--- src/rtl/jogo_pkg.sv ---
// jogo_pkg: shared 4-bit state codes for the memory-game control unit, displays and benches
package jogo_pkg;
  localparam logic [3:0] ST_INICIAL        = 4'h0;
  localparam logic [3:0] ST_PREPARACAO     = 4'h1;
  localparam logic [3:0] ST_INICIA_RODADA  = 4'h2;
  localparam logic [3:0] ST_ESPERA_JOGADA  = 4'h3;
  localparam logic [3:0] ST_REGISTRA       = 4'h4;
  localparam logic [3:0] ST_COMPARACAO     = 4'h5;
  localparam logic [3:0] ST_PROXIMA_JOGADA = 4'h6;
  localparam logic [3:0] ST_PROXIMA_RODADA = 4'h7;
  localparam logic [3:0] ST_FIM_ACERTOU    = 4'hA;
  localparam logic [3:0] ST_FIM_TIMEOUT    = 4'hD;
  localparam logic [3:0] ST_FIM_ERROU      = 4'hE;
  typedef enum logic [3:0] {
    INICIAL        = ST_INICIAL,
    PREPARACAO     = ST_PREPARACAO,
    INICIA_RODADA  = ST_INICIA_RODADA,
    ESPERA_JOGADA  = ST_ESPERA_JOGADA,
    REGISTRA       = ST_REGISTRA,
    COMPARACAO     = ST_COMPARACAO,
    PROXIMA_JOGADA = ST_PROXIMA_JOGADA,
    PROXIMA_RODADA = ST_PROXIMA_RODADA,
    FIM_ACERTOU    = ST_FIM_ACERTOU,
    FIM_TIMEOUT    = ST_FIM_TIMEOUT,
    FIM_ERROU      = ST_FIM_ERROU
  } estado_t;
endpackage

--- src/rtl/unidade_controle_jogo.sv ---
// unidade_controle_jogo: Moore control FSM for the memory-sequence game.
// Define TIMEOUT_EN to enable the jogada timeout (contaT, FIM_TIMEOUT, timeout).
module unidade_controle_jogo
  import jogo_pkg::*;
#(
  parameter bit ZERA_T_POR_JOGADA = 1'b1
) (
  input  logic       clock,
  input  logic       reset,
  input  logic       iniciar,
  input  logic       fimE,
  input  logic       fimRod,
  input  logic       fimT,
  input  logic       igual,
  input  logic       enderecoIgualRodada,
  input  logic       jogada_feita,
  output logic       zeraE,
  output logic       contaE,
  output logic       zeraRod,
  output logic       contaRod,
  output logic       zeraT,
  output logic       contaT,
  output logic       zeraR,
  output logic       registraR,
  output logic       pronto,
  output logic       acertou,
  output logic       errou,
  output logic       timeout,
  output logic [3:0] db_estado
);
`ifdef TIMEOUT_EN
  localparam bit TO_EN = 1'b1;
`else
  localparam bit TO_EN = 1'b0;
`endif
  estado_t estado_q, estado_d;
  logic unused_fim_e;
  assign unused_fim_e = fimE;
  always_ff @(posedge clock or posedge reset) begin
    if (reset) estado_q <= INICIAL;
    else       estado_q <= estado_d;
  end
  always_comb begin
    estado_d = INICIAL;
    case (estado_q)
      INICIAL:        estado_d = iniciar ? PREPARACAO : INICIAL;
      PREPARACAO:     estado_d = INICIA_RODADA;
      INICIA_RODADA:  estado_d = ESPERA_JOGADA;
      ESPERA_JOGADA:  estado_d = jogada_feita ? REGISTRA : (TO_EN && fimT) ? FIM_TIMEOUT : ESPERA_JOGADA;
      REGISTRA:       estado_d = COMPARACAO;
      // a mismatch dominates; the last rodada only matters once the address reached it
      COMPARACAO:     estado_d = !igual ? FIM_ERROU : !enderecoIgualRodada ? PROXIMA_JOGADA :
                                 fimRod ? FIM_ACERTOU : PROXIMA_RODADA;
      PROXIMA_JOGADA: estado_d = ESPERA_JOGADA;
      PROXIMA_RODADA: estado_d = INICIA_RODADA;
      FIM_ACERTOU,
      FIM_ERROU,
      FIM_TIMEOUT:    estado_d = iniciar ? PREPARACAO : estado_q;
      default:        estado_d = INICIAL;
    endcase
  end
  always_comb begin
    zeraE     = estado_q == PREPARACAO || estado_q == INICIA_RODADA;
    contaE    = estado_q == PROXIMA_JOGADA;
    zeraRod   = estado_q == PREPARACAO;
    contaRod  = estado_q == PROXIMA_RODADA;
    zeraT     = estado_q == PREPARACAO || estado_q == INICIA_RODADA ||
                (ZERA_T_POR_JOGADA && estado_q == PROXIMA_JOGADA);
    contaT    = TO_EN && estado_q == ESPERA_JOGADA;
    zeraR     = estado_q == PREPARACAO;
    registraR = estado_q == REGISTRA;
    acertou   = estado_q == FIM_ACERTOU;
    errou     = estado_q == FIM_ERROU;
    timeout   = TO_EN && estado_q == FIM_TIMEOUT;
    pronto    = acertou || errou || estado_q == FIM_TIMEOUT;
  end
  assign db_estado = estado_q;
endmodule

--- config.mk ---
export PLATFORM = sky130hd
export DESIGN_NAME = unidade_controle_jogo
export DESIGN_NICKNAME = d
export VERILOG_FILES = /design/src/rtl/jogo_pkg.sv /design/src/rtl/unidade_controle_jogo.sv
export SDC_FILE = /design/constraint.sdc
export NUM_CORES = 1
export LEC_CHECK = 0
export ABC_AREA = 1
export BUFFER_PORTS_ARGS = -buffer_cell sky130_fd_sc_hd__buf_4
export CORE_AREA = 5 5 42 44
export CTS_CLUSTER_DIAMETER = 60
export CTS_CLUSTER_SIZE = 16
export DETAILED_ROUTE_END_ITERATION = 16
export DIE_AREA = 0 0 47 49
export GPL_ROUTABILITY_DRIVEN = 0
export PLACE_DENSITY = 0.69
export SETUP_SLACK_MARGIN = 0.3
export SLEW_MARGIN = 30
export SYNTH_ARGS = -nofsm -noshare
export SYNTH_HDL_FRONTEND = slang
export SYNTH_SLANG_ARGS = --single-unit
--- constraint.sdc ---
create_clock -name clock -period 1.9 [get_ports clock]
set_input_delay 0 -clock clock [delete_from_list [all_inputs] [get_ports clock]]
set_output_delay 0 -clock clock [all_outputs]
set_load 0.05 [all_outputs]
### Yosys cells after proc, flatten, opt, wreduce, memory -nomap -nowiden

Cells that the tools add are included.

| word-level totals | value |
|---|---|
| bits of input ports | 9 |
| word-level logic and storage cells | 27 |
| output and inout port bits | 16 |
| flip-flop bits (word level) | 4 |

| cells by class | value |
|---|---|
| eq/ne operators | 11 |
| reduce and logical (&&, ||, !) cells | 8 |
| mux-type cells | 7 |

Operator list:

| operator | number |
|---|---|
| $pmux W4 S7 | 1 |
| $eq A4 B3 Y1 const B | 4 |
| $mux W4 | 4 |
| $eq A4 B4 Y1 const B | 3 |
| $eq A4 B2 Y1 const B | 2 |
| $eq A4 B1 Y1 const B | 1 |
| $logic_not A4 Y1 | 1 |
| $logic_or A1 B1 Y1 | 4 |
| $reduce_or A2 Y1 | 2 |
| $mux W3 | 1 |
| $reduce_or A3 Y1 | 1 |
| $ne A2 B2 Y1 const B | 1 |
| $mux W1 | 1 |

### Depth between registers and ports, before layout

Gate-level depths: netlist (run 1).

| depth | value |
|---|---|
| depth in word-level cells | 4 |
| mapped depth | 8 |

### Least setup slack after synthesis (run 1)

No wires, ideal clock.

| path | value |
|---|---|
| path kind | register -> output |
| start point | reg estado_q[1], in the netlist db_estado[1] |
| end point | out acertou |
| arrival | 1,948 ps |
| buffers on the path | 0 |
| required time | 1,900 ps |
| path slack | -48 ps |
| cell stages (with the launch flop) | 3 |
| cells stage by stage | dfrtp_1 > nand2_2 > nor3_1 |

| on the way | value |
|---|---|
| cells in the longest elaborated chain, start to end | 1 |

RTL lines:

| what | line | source |
|---|---|---|
| start: declaration | unidade_controle_jogo.sv:36 | `estado_t estado_q, estado_d;` |
| start signal: assignment | unidade_controle_jogo.sv:41 | `else estado_q <= estado_d;` |
| $eq A4 B4 Y1 | unidade_controle_jogo.sv:72 | `acertou = estado_q == FIM_ACERTOU;` |
| end: declaration | unidade_controle_jogo.sv:26 | `output logic acertou,` |

No other way between the ends.

### Worst setup path in the final report (run 1)

| path | value |
|---|---|
| start point | reg estado_q[1], in the netlist db_estado[1] |
| end point | out pronto |

| on the way | value |
|---|---|
| cells in the longest elaborated chain, start to end | 3 |
| elaborated cells between the ends (all ways) | 5 |
| classes of those cells | eq/ne (3); reduce/logical (2) |

RTL lines:

| what | line | source |
|---|---|---|
| $eq A4 B4 Y1 (on tied branches) | unidade_controle_jogo.sv:72, unidade_controle_jogo.sv:73 |  |
| $logic_or A1 B1 Y1 | unidade_controle_jogo.sv:75 | `pronto = acertou \|\| errou \|\| estado_q == FIM_TIMEOUT;` |
| $logic_or A1 B1 Y1 * | unidade_controle_jogo.sv:75 |  |
| end: declaration | unidade_controle_jogo.sv:25 | `output logic pronto,` |

Mark *: on every way between the ends. The rest lies on a longest branch, timed or not.

==> flow_summary.json, run 1 <==
{
  "layout-drive-gt1-share_pct": 44.8,
  "setup_tns_ns": 0,
  "synth_cell_types": 17,
  "grt_util_all_layers_pct": 9.11,
  "setup_viol": 0,
  "worstPathArrival_ns": 1.35,
  "powerDensity_nw_per_um2": 2160,
  "start_util_pct": 27.2,
  "area_growth_pct": 52.8,
  "rows": 14,
  "fin_crit_sh_pct": 71.3,
  "worstSetupPathType": "flop to output pin",
  "clkTransAtPathRegs_ns": 0.04,
  "antenna-diode-count": 0,
  "switching_share_pct": 62.5,
  "cts_num_sinks": 4,
  "netlist_area_sq_um": 382,
  "rsz0062_at_grt": "no",
  "die_x_um": 47,
  "root_buffer": "clkbuf_4",
  "cp-start-kind": "flop",
  "p_clk_share_pct": 8.3,
  "p_switching_mw": 0.788,
  "routed_wirelength_um": 968,
  "grt_pass1_wl_um": 1520,
  "hold_ws_ns": 0.0348,
  "dp.final_hpwl_um": 824,
  "pwr-share-seq_pct": 15.3,
  "core-area_sq_um": 1400,
  "die_height_um": 49,
  "drc": 0,
  "largest_reg_flops": 4,
  "cts_max_level": 1,
  "synthCells": 65,
  "min_path_type": "input pin to flop",
  "pin_count": 25,
  "initialDrtViolationCount": 14,
  "vias": 441,
  "dp_slack_ns": 0.677,
  "grt_antenna_before_repair": 0,
  "numCtsBuffers": 3,
  "power_frac_comb_pct": 76.4,
  "final_common_cell": "buf_4",
  "r2r_setup_slack_ns": 0.68,
  "end_kind": "output pin",
  "drt_first_pass_iters": 4,
  "cts_post_setup_buffers_inserted": 0,
  "period_needed_ns": 1.35,
  "first_global_vias": 391,
  "die-area_sq_um": 2300,
  "fin_ws_ns": 0.546,
  "crit_fanout": 7,
  "wl_per_cell_um": 9.40,
  "cp.required_ns": 1.90,
  "synth-seq-cells": 4,
  "hold_viol": 0,
  "vias_per_cell": 4.28,
  "ant_nets": 0,
  "final_nets": 98,
  "post_cts_resized": 0,
  "insertion_delay_ns": 0.23,
  "maxCapViolCount": 0,
  "fmax_mhz": 739,
  "overflow": 0,
  "cts_tree": "built",
  "p_leak_nw": 0.324,
  "io_buffers": 20,
  "outcome": "finished clean",
  "seq_area_frac_synth_pct": 26.2,
  "internal-power_mw": 0.472,
  "grt_max_degree": 8,
  "layout_common_cells": "20 x buf_4, 13 x nand2_1, 13 x nor2_1",
  "yosys_warnings": 0,
  "report.final.slew_viol_count": 0,
  "syn_area_per_cell_sq_um": 5.87,
  "cts.path.max_buffers": 2,
  "skew_ns": 0.000950,
  "peakVddDrop_mv": 0.574
}
## path summary, 6_finish.rpt
path | start | end | cells past startpoint
setup / recovery | db_estado[1] | pronto | 6
hold / removal | iniciar | db_estado[0] | 4
setup reg to reg | db_estado[3] | db_estado[0] | 7
hold reg to reg | db_estado[0] | db_estado[0] | 2
max in group asynchronous | reset | db_estado[0] | 3
min in group asynchronous | reset | db_estado[1] | 3
## stage by stage
step | power [mW] | utilization (%) | area, sq um | std cells
floorplan | 0.924 | - | 403 | 66
global placement | 1.15 | 39.3 | 551 | 99
detailed placement | 1.16 | 39.3 | 551 | 99
CTS | 1.28 | 41.6 | 583 | 103
global route | 1.36 | 41.6 | 583 | 103
finish | 1.26 | 41.6 | 583 | 103
## per-layer routing
metal / GRT usage [%] / part of all wire, % / vias to the layer above / routed length [um]
li1: - / - / 240 / -
met1: 10.6 / 41 / 181 / 396
met2: 13.1 / 45 / 20 / 435
met3: 5.17 / 14 / 0 / 135
met4: 4.15 / 0 / 0 / 0
met5: 0 / 0 / - / 0
## cell type report
cell class | instances | area, sq um
Clock buffer | 3 | 22.5
Fill cell | 148 | 818
Inverter | 10 | 37.5
Multi-Input combinational cell | 49 | 240
Sequential cell | 4 | 103
Tap cell | 16 | 20.0
Timing Repair Buffer | 21 | 160
## power groups by stage
stage                     registers [mW]  clock network (mW)  logic [mW]
after floorplan                    0.304                   0       0.620
after global placement             0.195                   0       0.958
after detailed placement           0.193                   0       0.969
after CTS                          0.193               0.111       0.971
after global routing               0.200               0.122        1.04
final                              0.192               0.104       0.963
## cells by family after synthesis
family / share of synthesized area, %
buffers and inverters: 15.7
AND/OR/NAND/NOR: 46.6
AO/OA/AOI/OAI: 10.5
other: 0.983
flip-flops: 26.2
## synth_stat cells
library cell | number | area, sq um
nor3_1 | 2 | 10.0
inv_2 | 3 | 11.3
nand3_1 | 3 | 15.0
dfrtp_1 | 4 | 100
nor2_1 | 14 | 52.6
nand2_1 | 13 | 48.8
inv_1 | 7 | 26.3
o21ai_2 | 1 | 8.76
buf_4 | 3 | 22.5
or2_1 | 1 | 6.26
nand2_2 | 4 | 25.0
o21ai_1 | 3 | 15.0
a21oi_1 | 2 | 10.0
conb_1 | 1 | 3.75
a31oi_1 | 1 | 6.26
nor2_2 | 2 | 12.5
nand3b_1 | 1 | 7.51
## worst max-delay path, cell delays in order, from the launching register on
cell and delay, ns:
dfrtp_1 0.45, inv_2 0.10, nand2_2 0.09, o21ai_2 0.14, nand2_2 0.08, inv_2 0.07, buf_4 0.19
## repair_timing
item	4_1_cts	5_1_grt
setup endpoints to repair	0	0
hold endpoints to repair	4	0
hold buffers	1	0
Power figures use the tool's default switching activity.
==> inputs of run 2 (changes only) <==
--- a/config.mk
+++ b/config.mk
@@ -13,7 +13,7 @@
 export DETAILED_ROUTE_END_ITERATION = 16
 export DIE_AREA = 0 0 47 49
 export GPL_ROUTABILITY_DRIVEN = 0
-export PLACE_DENSITY = 0.69
+export PLACE_DENSITY = 0.71
 export SETUP_SLACK_MARGIN = 0.3
 export SLEW_MARGIN = 30
 export SYNTH_ARGS = -nofsm -noshare
==> constraint.sdc (replaced) <==
create_clock -name clock -period 1.2 [get_ports clock]
set_input_delay 0 -clock clock [delete_from_list [all_inputs] [get_ports clock]]
set_output_delay 0 -clock clock [all_outputs]
set_load 0.05 [all_outputs]
==> flow_summary.json, run 2 (synthesized netlist as in run 1, its figures left out) <==
{
  "outcome": "complete, but fails checks",
  "violations": "setup timing",
  "report.final.slew_viol_count": 0,
  "wl_per_cell_um": 11.3,
  "p_leak_nw": 0.439,
  "grt_pass1_wl_um": 2140,
  "maxCapViolCount": 0,
  "insertion_delay_ns": 0.24,
  "crit_fanout": 5,
  "fin_crit_sh_pct": 106,
  "drc": 0,
  "p_clk_share_pct": 5.6,
  "end_kind": "output pin",
  "min_path_type": "input pin to flop",
  "grt_max_degree": 7,
  "dp_slack_ns": 0.0320,
  "root_buffer": "clkbuf_4",
  "first_global_vias": 503,
  "setup_tns_ns": -0.546,
  "fin_ws_ns": -0.0722,
  "r2r_setup_slack_ns": -0.04,
  "final_design_area_no_fill_sq_um": 916,
  "fillers": 112,
  "io_buffers": 20,
  "cpMostUsedCell": "buf_6",
  "start_util_pct": 27.2,
  "worstPathArrival_ns": 1.27,
  "grt_antenna_before_repair": 0,
  "clkTransAtPathRegs_ns": 0.04,
  "die_height_um": 49,
  "cpLargestDelayFamily": "flip-flops",
  "antenna-diode-count": 0,
  "numCtsBuffers": 3,
  "regArea_sq_um": 105,
  "p_switching_mw": 1.61,
  "crit_slowest_cell": "dfrtp_2",
  "area_growth_pct": 140,
  "switching_share_pct": 54.4,
  "ant_nets": 0,
  "period_needed_ns": 1.27,
  "initialDrtViolationCount": 3,
  "vias": 535,
  "powerDensity_nw_per_um2": 3230,
  "setup_viol": 12,
  "pin_count": 25,
  "skew_ns": 0.00634,
  "rows": 14,
  "dp.cells": 104,
  "drt_first_pass_iters": 4,
  "stdcell_count": 119,
  "cts_max_level": 1,
  "overflow": 0,
  "cp_cell_sequence": "inv_2, nand2_4, buf_6, a21oi_4, buf_6",
  "cp-start-kind": "flop",
  "placed_area_sq_um": 656,
  "dp.final_hpwl_um": 878,
  "cts.path.max_buffers": 2,
  "slowest_delay_ns": 0.44,
  "multiInputGateArea_sq_um": 335,
  "die_x_um": 47,
  "layout-drive-gt1-share_pct": 70.9,
  "core-area_sq_um": 1400,
  "vias_per_cell": 4.50,
  "p_total_mw": 2.96,
  "internal-power_mw": 1.35,
  "cts_tree": "built",
  "layout_common_cells": "16 x buf_4, 13 x buf_6, 9 x nand2_1",
  "cp.required_ns": 1.20,
  "power_frac_comb_pct": 84.0,
  "peakVddDrop_mv": 1.66,
  "rsz0062_at_grt": "yes",
  "final_common_cell": "buf_4",
  "worstSetupPathType": "flop to output pin",
  "hold_viol": 0,
  "critPathBufInv": 3,
  "grt_util_all_layers_pct": 12.7,
  "die-area_sq_um": 2300,
  "final_nets": 114,
  "routed_wirelength_um": 1340,
  "pwr-share-seq_pct": 10.4,
  "largest_reg_flops": 4,
  "fmax_mhz": 786,
  "cts_num_sinks": 4
}
-- run 2: through the flow --
stage | util [%] | hold WS [ns]
final | 65.4 | 0.0324
after global routing | 65.4 | 0.0224
after CTS | 58.8 | 0.0317
after detailed placement | 46.8 | -0.105
after global placement | 46.8 | -0.110
after floorplan | - | -0.234
-- run 2: worst paths after layout --
path                              start            to  cells after the start
setup / recovery           db_estado[1]         zeraE                      5
hold / removal                  iniciar  db_estado[0]                      4
setup reg to reg           db_estado[1]  db_estado[0]                      9
hold reg to reg            db_estado[0]  db_estado[0]                      2
max in group asynchronous         reset  db_estado[0]                      3
min in group asynchronous         reset  db_estado[1]                      3
-- run 2: power by group through the flow --
stage          clock (mW)  combinational, mW  sequential (mW)
6_report            0.164               2.49            0.308
5_1_grt             0.196               2.63            0.319
4_1_cts             0.168               2.21            0.309
3_5_place_dp            0               1.79            0.337
3_3_place_gp            0               1.77            0.337
2_1_floorplan           0               1.14            0.508
-- run 2: worst reg2reg max path, delay by kind of cell, from the launching register on --
kind	cells	cell delay [ns]
flip-flops	1	0.44
AND/OR/NAND/NOR	7	0.47
buffers and inverters	2	0.22
-- run 2: what timing repair did --
item                                    CTS  global route
pin swaps                                 4             3
endpoints found under the setup margin   16            18
hold buffers                              1             0
gates resized for setup                  25            15
setup buffers                             6             5
endpoints found under the hold margin     4             0
-- run 2: per-layer routing --
layer  up-vias  global-route usage (%)  routed length (um)
met5         -                       0                   0
met4         0                       0                   0
met3         0                    7.01                  97
met2        21                    21.7                 758
met1       242                    14.4                 483
li1        272                       -                   -
-- run 2: layout make-up --
class | instances | area share (%)
Sequential cell | 4 | 11.5
Timing Repair Buffer | 37 | 41.7
Tap cell | 16 | 2.19
Multi-Input combinational cell | 49 | 36.6
Inverter | 10 | 5.60
Clock buffer | 3 | 2.46
